[src/rtl/ball_physics_engine.sv]
// Pong ball integrator: advances the ball once per accepted frame_tick, resolving
// wall bounces, paddle hits and scoring, with a timed pause at centre after a point.
module ball_physics_engine #(
  parameter int SCREEN_WIDTH       = 640,
  parameter int SCREEN_HEIGHT      = 480,
  parameter int BALL_SIZE          = 8,
  parameter int PADDLE_WIDTH       = 10,
  parameter int HALF_PADDLE_HEIGHT = 50,
  parameter int LEFT_PADDLE_X      = 20,
  parameter int RIGHT_PADDLE_X     = 610,
  parameter int INIT_VX            = 3,
  parameter int INIT_VY            = 2,
  parameter int SCORE_PAUSE_FRAMES = 60
) (
  input  logic        clk,
  input  logic        rst,
  input  logic        frame_tick,
  input  logic        serve,
  input  logic [31:0] left_paddle_position,
  input  logic [31:0] right_paddle_position,
  output logic [31:0] ball_position,
  output logic [15:0] ball_velocity,
  output logic        update_valid,
  output logic        event_did_happen,
  output logic [1:0]  player_did_score
);

  localparam logic [15:0] CENTER_X     = 16'((SCREEN_WIDTH - BALL_SIZE) / 2);
  localparam logic [15:0] CENTER_Y     = 16'((SCREEN_HEIGHT - BALL_SIZE) / 2);
  localparam logic [15:0] FLOOR_Y      = 16'(SCREEN_HEIGHT - BALL_SIZE);
  localparam logic [15:0] LEFT_REST_X  = 16'(LEFT_PADDLE_X + PADDLE_WIDTH);
  localparam logic [15:0] RIGHT_REST_X = 16'(RIGHT_PADDLE_X - BALL_SIZE);
  localparam logic [7:0]  SERVE_VX     = 8'(INIT_VX);
  localparam logic [7:0]  SERVE_VY     = 8'(INIT_VY);

  localparam logic signed [17:0] Y_LIMIT    = 18'(SCREEN_HEIGHT - BALL_SIZE);
  localparam logic signed [17:0] X_LIMIT    = 18'(SCREEN_WIDTH - BALL_SIZE);
  localparam logic signed [17:0] LEFT_FACE  = 18'(LEFT_PADDLE_X + PADDLE_WIDTH);
  localparam logic signed [17:0] RIGHT_FACE = 18'(RIGHT_PADDLE_X);
  localparam logic signed [17:0] BALL_SPAN  = 18'(BALL_SIZE);
  localparam logic signed [17:0] BALL_LAST  = 18'(BALL_SIZE - 1);
  localparam logic signed [17:0] HALF       = 18'(HALF_PADDLE_HEIGHT);
  localparam logic signed [17:0] ZERO       = 18'sd0;

  localparam int PW = (SCORE_PAUSE_FRAMES > 1) ? $clog2(SCORE_PAUSE_FRAMES) : 1;
  localparam logic [PW-1:0] PAUSE_LAST = PW'(SCORE_PAUSE_FRAMES - 1);

  typedef enum logic [2:0] {
    IDLE,
    RUN,
    STEP,
    RESOLVE,
    PAUSE
  } state_t;

  state_t        state;
  logic [PW-1:0] pause_count;

  logic signed [7:0]  vx;
  logic signed [7:0]  vy;
  logic [7:0]         vx_mag;
  logic [7:0]         vy_mag;
  logic signed [17:0] x_cur;
  logic signed [17:0] nx;
  logic signed [17:0] ny;
  logic signed [17:0] left_py;
  logic signed [17:0] right_py;
  logic               left_overlap;
  logic               right_overlap;
  logic               left_hit;
  logic               right_hit;

  logic [15:0] next_x;
  logic [15:0] next_y;
  logic [7:0]  next_vx;
  logic [7:0]  next_vy;
  logic        next_event;
  logic [1:0]  next_score;
  logic        wall_bounce;

  // Paddle x coordinates are fixed by parameters; the x fields are informational only.
  logic unused_paddle_x;
  assign unused_paddle_x = ^{left_paddle_position[31:16], right_paddle_position[31:16]};

  assign vx       = ball_velocity[15:8];
  assign vy       = ball_velocity[7:0];
  assign vx_mag   = vx[7] ? (~ball_velocity[15:8] + 8'd1) : ball_velocity[15:8];
  assign vy_mag   = vy[7] ? (~ball_velocity[7:0] + 8'd1) : ball_velocity[7:0];
  assign x_cur    = {2'b00, ball_position[31:16]};
  assign nx       = x_cur + {{10{vx[7]}}, ball_velocity[15:8]};
  assign ny       = {2'b00, ball_position[15:0]} + {{10{vy[7]}}, ball_velocity[7:0]};
  assign left_py  = {2'b00, left_paddle_position[15:0]};
  assign right_py = {2'b00, right_paddle_position[15:0]};

  // Signed so that a paddle centred near y=0 still yields a sensible lower bound.
  assign left_overlap  = (ny <= left_py + HALF) && (ny + BALL_LAST >= left_py - HALF);
  assign right_overlap = (ny <= right_py + HALF) && (ny + BALL_LAST >= right_py - HALF);

  assign left_hit  = vx[7] && (x_cur >= LEFT_FACE) && (nx < LEFT_FACE) && left_overlap;
  assign right_hit = !vx[7] && (vx != 8'sd0) && (x_cur + BALL_SPAN <= RIGHT_FACE)
                     && (nx + BALL_SPAN > RIGHT_FACE) && right_overlap;

  always_comb begin
    next_x      = nx[15:0];
    next_y      = ny[15:0];
    next_vx     = ball_velocity[15:8];
    next_vy     = ball_velocity[7:0];
    next_score  = 2'b00;
    wall_bounce = 1'b0;

    if (ny <= ZERO) begin
      next_y      = 16'd0;
      next_vy     = vy_mag;
      wall_bounce = 1'b1;
    end else if (ny >= Y_LIMIT) begin
      next_y      = FLOOR_Y;
      next_vy     = ~vy_mag + 8'd1;
      wall_bounce = 1'b1;
    end

    if (left_hit) begin
      next_x  = LEFT_REST_X;
      next_vx = vx_mag;
    end else if (right_hit) begin
      next_x  = RIGHT_REST_X;
      next_vx = ~vx_mag + 8'd1;
    end else if (nx <= ZERO) begin
      next_score = 2'b10;
    end else if (nx >= X_LIMIT) begin
      next_score = 2'b01;
    end

    // A point re-serves from centre toward the player who just lost it.
    if (next_score != 2'b00) begin
      next_x  = CENTER_X;
      next_y  = CENTER_Y;
      next_vy = SERVE_VY;
      next_vx = next_score[0] ? SERVE_VX : (~SERVE_VX + 8'd1);
    end

    next_event = wall_bounce | left_hit | right_hit | (next_score != 2'b00);
  end

  always_ff @(posedge clk or posedge rst) begin
    if (rst) begin
      state            <= IDLE;
      pause_count      <= '0;
      ball_position    <= {CENTER_X, CENTER_Y};
      ball_velocity    <= {SERVE_VX, SERVE_VY};
      update_valid     <= 1'b0;
      event_did_happen <= 1'b0;
      player_did_score <= 2'b00;
    end else begin
      update_valid     <= 1'b0;
      event_did_happen <= 1'b0;
      player_did_score <= 2'b00;

      case (state)
        IDLE: begin
          if (serve) state <= RUN;
        end
        RUN: begin
          if (frame_tick) state <= STEP;
        end
        STEP: begin
          ball_position    <= {next_x, next_y};
          ball_velocity    <= {next_vx, next_vy};
          update_valid     <= 1'b1;
          event_did_happen <= next_event;
          player_did_score <= next_score;
          state            <= RESOLVE;
        end
        RESOLVE: begin
          pause_count <= '0;
          state       <= (player_did_score != 2'b00) ? PAUSE : RUN;
        end
        PAUSE: begin
          if (frame_tick) begin
            if (pause_count == PAUSE_LAST) begin
              pause_count <= '0;
              state       <= RUN;
            end else begin
              pause_count <= pause_count + 1'b1;
            end
          end
        end
        default: state <= IDLE;
      endcase
    end
  end

endmodule
[config.mk]
export PLATFORM = sky130hd
export DESIGN_NAME = ball_physics_engine
export DESIGN_NICKNAME = d
export VERILOG_FILES = /design/src/rtl/ball_physics_engine.sv
export SDC_FILE = /design/constraint.sdc
export NUM_CORES = 1
export LEC_CHECK = 0
export CAP_MARGIN = 10
export CORE_MARGIN = 4
export CORE_UTILIZATION = 55
export CTS_BUF_LIST = sky130_fd_sc_hd__clkbuf_16
export CTS_CLUSTER_DIAMETER = 100
export DETAILED_ROUTE_END_ITERATION = 10
export PLACE_DENSITY = 0.9
export SETUP_SLACK_MARGIN = 0.4
export SYNTH_ARGS = -nofsm -noshare
export SYNTH_HDL_FRONTEND = slang
export SYNTH_SLANG_ARGS = --single-unit
[constraint.sdc]
create_clock -name clk -period 12.2 [get_ports clk]
set_input_delay 2.44 -clock clk [delete_from_list [all_inputs] [get_ports clk]]
set_output_delay 2.44 -clock clk [all_outputs]
set_load 0.05 [all_outputs]
==> impl_metrics.toml <==
[global_routing]
grt_max_degree = 61
grt.total_usage_pct = 25.6
antenna_found_initial = 0
overflow = 0
grt_pass1_vias = 7545
grt_pass1_wl_um = 35500

[power]
switching_power_mw = 1.49
comb_power_share_pct = 77.6
peakVddDrop_uv = 133
p_leak_nw = 4.13
power.density_nw_per_um2 = 288
seqPwrFrac_pct = 13.1
switching_share_pct = 54.6
power_frac_clock_pct = 9.2
intPower_mw = 1.24
fin_total_pwr_mw = 2.72

[setup_path]
end_kind = "register"
critPathArrivalTime_ns = 7.14
r2r_start = "ball_velocity[7]"
crit_start = "left_paddle_position[1]"
crit_fanout = 12
reg2reg_depth = 21
required_ns = 12.39
timing_worst_setup_path_type = "in -> reg"
setup.worst_path.start_class = "input pin"

[synthesis]
netlist_instances = 1017
synth_ff_type = "dfrtp_1"
syn-mean-instance-area_um2 = 8.04
yosysUniqueCellTypes = 83
ys.warnings.count = 0
ys_seq_area_share_pct = 18.6
synth-seq-cells = 60
async_reset_ff_share_pct = 100
syn_area_um2 = 8180
syn_nets = 1205
synth_edf_count = 0

[floorplanning]
die_w_um = 130
core_um2 = 14500
die_y_um = 130
die-area_um2 = 16900
ios = 120
row_count = 44
start_util_pct = 56.3

[timing]
finalMaxSlewViolations = 0
setup_ws_ns = 5.25
rsz0062_at_grt = "false"
setup_violations = 0
tns_ns = 0
finalHoldViolations = 0
maxSlewHeadroom_pct = 39.9
period_share_pct = 57.0
tightest_slew_ns = 0.888
fmax_mhz = 144
skew_ns = 0.0102
period_needed_ns = 6.95

[clocking]
post_cts_buffers = 0
cts_buffers = 9
h-tree-depth = 3
cts-root-buf = "clkbuf_16"
clk_pin_slew_ns = 0.06
clk_latency_ns = 0.35
cts_resized = 0
cts_hold_buf = 0
tritoncts = "built"
clock_sinks = 60
cts_buffer_depth = 2

[route]
ant_nets = 0
vias_per_cell = 6.25
first_pass_iters = 5
vias = 7961
drt_wl_total_um = 21400
drt_iter0_drc = 645
drc = 0
wl_per_cell_um = 16.8

[hold_path]
min_path_cells = 2
min_path_type = "reg -> reg"
min_from = "ball_position[24]"

[placement]
dp_hpwl_um = 16600
place_congestion = 0.911
port-buffer-count = 86
pre_cts_ws_ns = 4.99

[final_layout]
nFillCells = 1232
final_common_cell = "ha_1"
areaGrowthSynthToFinish_pct = 15.4
utilization_pct = 65.0
drive_gt1_share_pct = 5.78
final_cell_mix = "ha_1 (119), nand2_1 (96), clkdlybuf4s50_1 (86), nor2_1 (84), xnor2_1 (75)"
final_nets = 1273
antennaDiodeCount = 0

[run]
cap_violations = 0

[outcome]
status = "complete, no violations"
## routing by layer
metal / vias up / part of all wire (%) / GRT usage (%)
met1: 3710 / 44 / 33.7
met4: 0 / 3.0 / 9.90
li1: 3876 / - / -
met3: 67 / 6.3 / 4.38
met5: - / 0 / 0
met2: 308 / 46 / 42.0
## cells in the mapped netlist (12+ instances only)
cell,count,area share [%]
clkbuf_1,24,1.1
nand3_1,40,2.4
ha_1,119,18
a21o_1,22,2.0
o21ai_0,44,2.7
dfstp_2,13,4.2
or3_1,13,0.99
xnor2_1,75,8.0
nand4_1,22,1.7
and2_1,15,1.1
inv_1,39,1.8
o21a_1,14,1.3
dfrtp_1,47,14
xor2_1,40,4.3
a21oi_1,63,3.9
nor3_1,25,1.5
nand2b_1,12,0.92
nand2_1,96,4.4
a31oi_1,16,1.2
nor2_1,84,3.9
## path summary, 6_finish.rpt
path / slack, ns / end
max: 5.25 / ball_velocity[11]
min: 0.51 / ball_position[24]
max reg2reg: 5.41 / ball_velocity[11]
min reg2reg: 0.51 / ball_position[24]
max in group asynchronous: 9.03 / ball_position[30]
min in group asynchronous: 2.63 / ball_position[11]
## per-stage QoR
| step | hold slack [ns] | cells | area, um^2 |
|---|---|---|---|
| after CTS | 0.512 | 1274 | 9450 |
| final | 0.509 | 1274 | 9450 |
| after global placement | 0.495 | 1258 | 9160 |
| after detailed placement | 0.501 | 1258 | 9160 |
| after global routing | 0.537 | 1274 | 9450 |
| after floorplan | 0.505 | 1017 | 8180 |
## cell families (layout without fill, tap and decap cells)
group / count (synthesis) / after routing / share of synthesized area, %
AO/OA/AOI/OAI: 258 / 258 / 21.5
XOR/XNOR: 117 / 117 / 12.7
adder cells (fa/ha/maj): 120 / 120 / 18.4
buffers and inverters: 75 / 148 / 3.75
flip-flops: 60 / 60 / 18.6
multiplexers: 8 / 8 / 1.02
other: 1 / 1 / 0.0458
AND/OR/NAND/NOR: 378 / 378 / 24.0
## registers in the layout, indices dropped and copies added (netlist names)
register,count
ball_position,32
ball_velocity,15
pause_count,6
state,3
player_did_score,2
event_did_happen,1
update_valid,1
## critical path: stages
cell	delay, ns
clkdlybuf4s50_1	0.53
inv_1	0.10
ha_1	0.18
nand2b_1	0.07
and3_1	0.21
nand3b_1	0.24
nor3_1	0.21
xnor2_1	0.16
ha_1	0.29
nand4_1	0.16
a21oi_1	0.08
a2111oi_0	0.45
o211ai_1	0.17
mux2i_1	0.19
a311oi_1	0.10
o21ai_1	0.52
nor2b_2	0.60
nand2b_4	0.29
o221ai_1	0.15
## power groups by stage
stage | clock network (mW) | logic, mW | registers [mW]
after floorplan | 0 | 1.45 | 0.487
after global placement | 0 | 1.99 | 0.357
after detailed placement | 0 | 2.06 | 0.359
after CTS | 0.254 | 2.08 | 0.355
after global routing | 0.261 | 2.32 | 0.369
final | 0.252 | 2.11 | 0.358
## area by class of cell
type	count	area, um^2	area share [%]
multi-input cells	882	6360	67.3
flip-flops and latches	60	1520	16.1
clock buffers	9	225	2.38
well taps	184	230	2.44
clock inverters	7	58.8	0.623
repair buffers	92	906	9.59
inverters	40	150	1.59
Power figures use the tool's default switching activity.
